===== src/rtl/control_pipe.sv =====
// Single-issue decode stage: turns an opcode into a registered control bundle.
// It also stalls on load-use hazards and while a multi-cycle MUL is in flight.
module control_pipe #(
  parameter int OPW     = 4,
  parameter int REGW    = 4,
  parameter int ALUW    = 6,
  parameter int MUL_LAT = 2
) (
  input  logic            clk,
  input  logic            rst,
  input  logic            in_valid,
  output logic            in_ready,
  input  logic [OPW-1:0]  opcode,
  input  logic [1:0]      cmp_flag,
  input  logic [REGW-1:0] rs_a,
  input  logic [REGW-1:0] rs_b,
  input  logic [REGW-1:0] rd,
  input  logic            flush,
  output logic            out_valid,
  output logic [ALUW-1:0] alu_ctrl,
  output logic [1:0]      sel_b,
  output logic            mem_we,
  output logic            mem_re,
  output logic            sel_data_out,
  output logic            reg_we,
  output logic            re_a,
  output logic            re_b,
  output logic            cmp_en,
  output logic            branch,
  output logic            alu_mux,
  output logic [REGW-1:0] out_rd,
  output logic [15:0]     stall_cnt
);

  typedef struct packed {
    logic [ALUW-1:0] alu;
    logic [1:0]      sel_b;
    logic            mem_we;
    logic            mem_re;
    logic            sel_data_out;
    logic            reg_we;
    logic            re_a;
    logic            re_b;
    logic            cmp_en;
    logic            branch;
    logic            alu_mux;
  } bundle_t;

  typedef enum logic {RUN, MUL_WAIT} state_t;

  localparam bundle_t BUBBLE = '{alu: ALUW'(14), sel_b: 2'd0, default: 1'b0};

  function automatic bundle_t decode(input logic [3:0] op, input logic [1:0] cf, input logic wide);
    bundle_t b;
    b = BUBBLE;
    if (!wide) begin
      b.alu    = ALUW'(op);
      b.re_a   = 1'b1;
      b.re_b   = 1'b1;
      b.reg_we = 1'b1;
      case (op)
        4'd6:  b.re_b = 1'b0;
        4'd8: begin
          case (cf)
            2'd1:    b.alu = ALUW'(8);
            2'd2:    b.alu = ALUW'(9);
            2'd3:    b.alu = ALUW'(10);
            default: b.alu = ALUW'(63);
          endcase
          b.reg_we = 1'b0;
          b.cmp_en = 1'b1;
        end
        4'd9:  b.alu = ALUW'(11);
        4'd10: b.alu = ALUW'(12);
        4'd11: begin
          b.alu     = ALUW'(14);
          b.re_a    = 1'b0;
          b.re_b    = 1'b0;
          b.alu_mux = 1'b1;
        end
        4'd12: begin
          b.alu          = '0;
          b.sel_b        = 2'd1;
          b.mem_re       = 1'b1;
          b.sel_data_out = 1'b1;
          b.re_b         = 1'b0;
        end
        4'd13: begin
          b.alu    = '0;
          b.sel_b  = 2'd2;
          b.mem_we = 1'b1;
          b.reg_we = 1'b0;
        end
        4'd14: begin
          b.alu    = ALUW'(14);
          b.re_a   = 1'b0;
          b.re_b   = 1'b0;
          b.reg_we = 1'b0;
          b.branch = 1'b1;
        end
        4'd15: begin
          b.alu     = ALUW'(14);
          b.sel_b   = 2'd3;
          b.re_a    = 1'b0;
          b.re_b    = 1'b0;
          b.reg_we  = 1'b0;
          b.alu_mux = 1'b1;
        end
        default: ;
      endcase
    end
    return b;
  endfunction

  // Opcodes with any bit above bit 3 set fall outside the table and decode as NOP.
  logic wide_op;
  generate
    if (OPW > 4) begin : g_wide
      assign wide_op = |opcode[OPW-1:4];
    end else begin : g_narrow
      assign wide_op = 1'b0;
    end
  endgenerate

  bundle_t dec_p0, bun_p1;
  state_t  state;
  logic [3:0] cnt;
  logic hazard, accept, is_mul;

  assign dec_p0 = decode(opcode[3:0], cmp_flag, wide_op);
  assign hazard = out_valid && bun_p1.mem_re &&
                  ((dec_p0.re_a && rs_a == out_rd) || (dec_p0.re_b && rs_b == out_rd));
  assign in_ready = (state == RUN) && !hazard && !flush && !rst;
  assign accept   = in_valid && in_ready;
  assign is_mul   = !wide_op && opcode[3:0] == 4'd2;

  // ---- stage p1: registered control bundle, FSM and stall counter ----
  always_ff @(posedge clk) begin
    if (rst) begin
      out_valid <= 1'b0;
      bun_p1    <= BUBBLE;
      out_rd    <= '0;
      state     <= RUN;
      cnt       <= '0;
      stall_cnt <= '0;
    end else begin
      if (in_valid && !in_ready && stall_cnt != 16'hFFFF)
        stall_cnt <= stall_cnt + 16'd1;
      out_valid <= accept;
      bun_p1    <= accept ? dec_p0 : BUBBLE;
      out_rd    <= accept ? rd : '0;
      if (flush) begin
        state <= RUN;
        cnt   <= '0;
      end else begin
        case (state)
          RUN: if (accept && is_mul && MUL_LAT > 1) begin
            state <= MUL_WAIT;
            cnt   <= 4'(MUL_LAT - 1);
          end
          MUL_WAIT: if (cnt <= 4'd1) begin
            state <= RUN;
            cnt   <= '0;
          end else begin
            cnt <= cnt - 4'd1;
          end
          default: state <= RUN;
        endcase
      end
    end
  end

  assign alu_ctrl     = bun_p1.alu;
  assign sel_b        = bun_p1.sel_b;
  assign mem_we       = bun_p1.mem_we;
  assign mem_re       = bun_p1.mem_re;
  assign sel_data_out = bun_p1.sel_data_out;
  assign reg_we       = bun_p1.reg_we;
  assign re_a         = bun_p1.re_a;
  assign re_b         = bun_p1.re_b;
  assign cmp_en       = bun_p1.cmp_en;
  assign branch       = bun_p1.branch;
  assign alu_mux      = bun_p1.alu_mux;

endmodule


===== config.mk =====
export PLATFORM = sky130hd
export DESIGN_NAME = control_pipe
export DESIGN_NICKNAME = d
export VERILOG_FILES = /design/src/rtl/control_pipe.sv
export SDC_FILE = /design/constraint.sdc
export NUM_CORES = 1
export LEC_CHECK = 0
export ABC_AREA = 1
export BUFFER_PORTS_ARGS = -buffer_cell sky130_fd_sc_hd__buf_4
export CAP_MARGIN = 20
export CORE_ASPECT_RATIO = 0.6
export CORE_UTILIZATION = 45
export DETAILED_ROUTE_END_ITERATION = 8
export PLACE_DENSITY = 0.71
export SETUP_SLACK_MARGIN = 0.5
export SLEW_MARGIN = 20
export SYNTH_ARGS = -nofsm -noshare
export SYNTH_HDL_FRONTEND = slang
export SYNTH_SLANG_ARGS = --single-unit

===== constraint.sdc =====
create_clock -name clk -period 2.2 [get_ports clk]
set_clock_uncertainty 0.2 [all_clocks]
set_input_delay 0.22 -clock clk [delete_from_list [all_inputs] [get_ports clk]]
set_output_delay 0.22 -clock clk [all_outputs]
set_load 0.03 [all_outputs]

# Word-level counts from Yosys, hierarchy flattened

Index checks and enable logic that the tools add are counted.

Bits of input ports: 22
Bits in registers: 43
Output and inout port bits: 39

Bitwise logic cells: 2
Add/sub/neg operators: 2
Magnitude comparators: 1
Equal/unequal tests: 17
Multiplexer cells: 17
Reductions and logical operators: 23

Operator list:

| cell                  | number |
|---|---|
| $eq 4x4->1 const B    | 8 |
| $pmux 6 s5            | 1 |
| $pmux 6 s3            | 1 |
| $add 16x1->16 const B | 1 |
| $ne 16x16->1 const B  | 1 |
| $logic_and 1x1->1     | 11 |
| $mux 1                | 9 |
| $eq 4x4->1            | 2 |
| $mux 4                | 2 |
| $pmux 4 s2            | 1 |
| $reduce_or 2->1       | 4 |
| $pmux 2 s3            | 1 |
| $reduce_or 5->1       | 1 |
| $eq 2x2->1 const B    | 2 |
| $eq 4x2->1 const B    | 1 |
| $eq 4x3->1 const B    | 1 |
| $le 4x1->1 const B    | 1 |
| $logic_not 1->1       | 4 |
| $reduce_or 4->1       | 1 |
| $sub 4x1->4 const B   | 1 |
| $reduce_or 3->1       | 1 |
| $eq 2x1->1 const B    | 1 |
| $mux 2                | 1 |
| $ne 2x1->1 const B    | 1 |
| 3 further kinds       | 4 |

# Depth between registers and ports, before layout

Depth after elaboration: 14
Depth in mapped cells: 13
Depth with buffers taken out: 12

# Least setup slack after synthesis

OpenSTA, ideal clock, no wires.

Kind: flip-flop to flip-flop
Start: reg stall_cnt[1]
End: reg stall_cnt[1]
Required time: 1.884 ns
Library setup time: 0.116 ns
Period minus slack after synthesis: 2.059 ns
Path slack: 0.141 ns
Stages on the path, launching flop included: 10
Path buffers: 1
Data arrival time: 1.743 ns
Path through: dfxtp_1 > ha_1 > nand3_2 > nor3_2 > a21oi_2 > nand2_8 > inv_8 > buf_12 > nor2_1 > nor2_1

Word-level cells in the longest chain between the ends: 2
Elaborated cells on any way between the ends: 3
Those cells by class: 1 x add/sub; 1 x eq/ne; 1 x reduce/logical

RTL lines:

| element                                               | RTL line | source |
|---|---|---|
| start: declaration                                    | 32       | `output logic [15:0] stall_cnt` |
| start signal: assignment                              | 148      | `stall_cnt <= stall_cnt + 16'd1;` |
| branches (longest 2 deep; another with $add 16x1->16) | n/a      |  |

Parallel ways; which one is timed is not known.
A chain may end at the register's enable or synchronous reset.

# Final worst setup path

Start: reg out_rd[0]
End: reg bun_p1 (netlist bit re_b)

Word-level cells in the longest chain between the ends: 11
Elaborated cells on any way between the ends: 13
Those cells by class: 2 x eq/ne; 1 x bitwise; 10 x reduce/logical

RTL lines:

| element                              | RTL line | source |
|---|---|---|
| start: declaration                   | 31       | `output logic [REGW-1:0] out_rd,` |
| start signal: assignment             | 151      | `out_rd <= accept ? rd : '0;` |
| $eq 4x4->1                           | 132      | `((dec_p0.re_a && rs_a == out_rd) \|\| (dec_p0.re_b && rs_b == out_rd));` |
| $logic_and 1x1->1                    | 132      |  |
| $logic_or 1x1->1 (*)                 | 132      |  |
| $logic_and 1x1->1 (*)                | 131      | `assign hazard = out_valid && bun_p1.mem_re &&` |
| $logic_not 1->1 (*)                  | 133      | `assign in_ready = (state == RUN) && !hazard && !flush && !rst;` |
| $logic_and 1x1->1 (*) (3 in a row)   | 133      |  |
| $logic_and 1x1->1 (*)                | 134      | `assign accept = in_valid && in_ready;` |
| $not 1->1 (no source line) (*)       | n/a      |  |
| $reduce_or 2->1 (no source line) (*) | n/a      |  |
| end signal: assignment               | 150      | `bun_p1 <= accept ? dec_p0 : BUBBLE;` |
| end: declaration                     | 125      | `bundle_t dec_p0, bun_p1;` |

Every way passes the cells marked *; elsewhere a longest branch is shown, timed or not.

==> reports/qor.yml <==
yosys:
  ys_ff_latch: 41
  synth_edf_count: 0
  yosysMostFrequentCell: "nand2_1"
  synth_top_cell_by_area: "dfxtp_1"
  synthTopCellsByArea: "dfxtp_1 39%, nand2_1 10%, inv_1 6.3%"
  synthFlopType: "dfxtp_1"
  synth_nets: 303
  async_reset_ff_share_pct: 0
  synth_common_cells: "57 x nand2_1, 41 x dfxtp_1, 35 x inv_1"
  synth_cells: 276
  yosysUniqueCellTypes: 34
  syn-mean-instance-area_sq_um: 7.59
  synthesis.area_sq_um: 2100
  synth-seq-area-share_pct: 39.2
  ys_warn_count: 0
  netlist.area_leader.share_pct: 39.2
cts:
  worstSkewPairLatency_ns: 0.29
  htreeDepth: 2
  numCtsBuffers: 5
  clockRootBuffer: "clkbuf_8"
  cts_tree: "built"
  clk_pin_slew_ns: 0.08
  clk_path_buf_depth: 2
  cts_sinks: 41
grt:
  grt_pass1_vias: 1820
  grt_use_total_pct: 22.4
  antenna_found_initial: 0
  grt_pass1_wl_um: 8560
  grt_max_degree: 16
  grt-ovfl-total: 0
sta:
  fin_setup_tns_ns: 0
  relSlewSlack_pct: 75.1
  slew_violations: 0
  min_period_ns: 1.84
  fin_crit_sh_pct: 83.4
  holdWs_ns: 0.0203
  tightest_slew_ns: 0.369
  rsz0062_at_grt: "true"
  hold_viol: 0
  finalSetupViolations: 0
  max_clock_freq_mhz: 545
  finalWorstSetupSlack_ns: 0.365
floorplanning:
  pin_count: 61
  die_area_sq_um: 4940
  fp-row-count: 18
  core_sq_um: 4280
  start_util_pct: 49.0
  die_h_um: 54.9
  die_x_um: 90.1
detailed_routing:
  via_count: 2010
  first_pass_iters: 4
  route.met2.wl_um: 2200
  routedWlPerCell_um: 12.6
  dr.max_layer_used: "met4"
  wl_met1_um: 2690
  viasPerCell: 4.89
  routed_wirelength_um: 5180
  drt_iter0_drc: 110
  drc: 0
  dr_wl_met3_um: 256
  postRouteAntennaNets: 0
worst_setup_path:
  path_buf_inv: 2
  crit_type: "reg -> reg"
  crit_family: "simple AND/OR/NAND/NOR gates"
  arrival_ns: 1.85
  worst_setup_path_end_kind: "register"
  startpoint_type: "register"
  path_cells: "inv_2 > o21ai_0 > nor2_1 > nand2_1 > nand2_1 > nand2_2 > nand2_4 > buf_4 > nor2_4 > nand3_2 > nor3_1"
  worstPathRequired_ns: 2.22
  path_max_fanout: 7
  worst_path_largest_cell_delay_ns: 0.35
  slowest_stage: "dfxtp_4"
  crit_path_frequent_cell: "nand2_1"
place:
  gp_congestion: 0.909
  portBuffers: 60
  hpwl_um: 3720
  pre_cts_ws_ns: 0.332
worst_hold_path:
  min_path_type: "in -> reg"
layout:
  n_fill_cell: 369
  drive_gt1_share_pct: 40.2
  syn_to_final_growth_pct: 39.5
  layout.nets: 377
  diodes: 0
power:
  peakVddDrop_mv: 0.351
  power.density_nw_per_um2: 496
  power_mw: 1.45
  leakagePower_nw: 1.34
flow_run:
  drv_cap: 0
run_status:
  status: "finished, final reports clean"
-- flip-flops by register name, indices dropped and copies added, names as in the netlist, 2 cells and up --
name	flops
sel_b	2
out_rd	4
stall_cnt	16
alu_ctrl	5
cnt	4
-- through the flow --
step,util (%),instances,area [sq um]
5_1_grt,68.3,411,2920
3_5_place_dp,62.0,391,2650
6_report,68.3,411,2920
3_3_place_gp,62.0,391,2650
4_1_cts,66.6,409,2850
2_1_floorplan,-,276,2180
-- layout by cell type, fill, tap and decap left out, drive strengths merged --
master,instances
buf,64
o21ai,9
xor2,10
nor3,5
nand2,74
xnor2,6
nor2,34
o2111ai,1
or2,2
nand3,15
inv,38
clkinvlp,1
a21oi,21
clkinv,3
nor4,1
a211oi,2
clkbuf,5
nand3b,1
dlygate4sd3,5
and3b,1
ha,5
a31oi,1
dfxtp,41
nand4,6
-- worst min-delay path: stages --
cell and delay (ns):
buf_4 0.14, nand3_4 0.07, inv_1 0.03
-- final cells by class --
class	instances	area [sq um]	share of cell area, %
Multi-Input combinational cell	194	1190	40.7
Clock buffer	5	68.8	2.35
Timing Repair Buffer	69	534	18.3
Inverter	38	161	5.52
Clock inverter	3	17.5	0.599
Tap cell	60	75.1	2.57
Timing Repair inverter	1	11.3	0.385
Sequential cell	41	867	29.7
-- worst paths after layout --
check,start,to,slack [ns],cells past startpoint
max,out_rd[0],re_b,0.36,11
min,opcode[0],sel_b[1],0.02,3
max reg2reg,out_rd[0],re_b,0.36,11
min reg2reg,stall_cnt[11],stall_cnt[11],0.31,2
-- routing by layer --
layer | up-vias | track usage [%]
met4 | 0 | 4.57
li1 | 1027 | -
met5 | - | 0
met2 | 49 | 36.1
met3 | 4 | 5.00
met1 | 930 | 31.3
-- what timing repair did --
action,in CTS,in global routing
setup buffers,3,1
gates resized for setup,9,14
hold buffers,5,0
gates cloned,2,1
endpoints found under the hold margin,5,0
setup endpoints to repair,17,40
pin swaps,7,11
-- kinds of logic after synthesis --
logic type / share of synthesized area [%]
AND/OR/NAND/NOR: 31.2
buffers and inverters: 9.55
flip-flops: 39.2
AO/OA/AOI/OAI: 10.4
XOR/XNOR: 6.69
adder cells (fa/ha/maj): 2.99
-- power by group --
group / switching, mW / internal (mW)
registers: 0.0107 / 0.745
clock network: 0.258 / 0.219
logic: 0.132 / 0.0855
No activity file was read; power rests on OpenSTA's default activity.
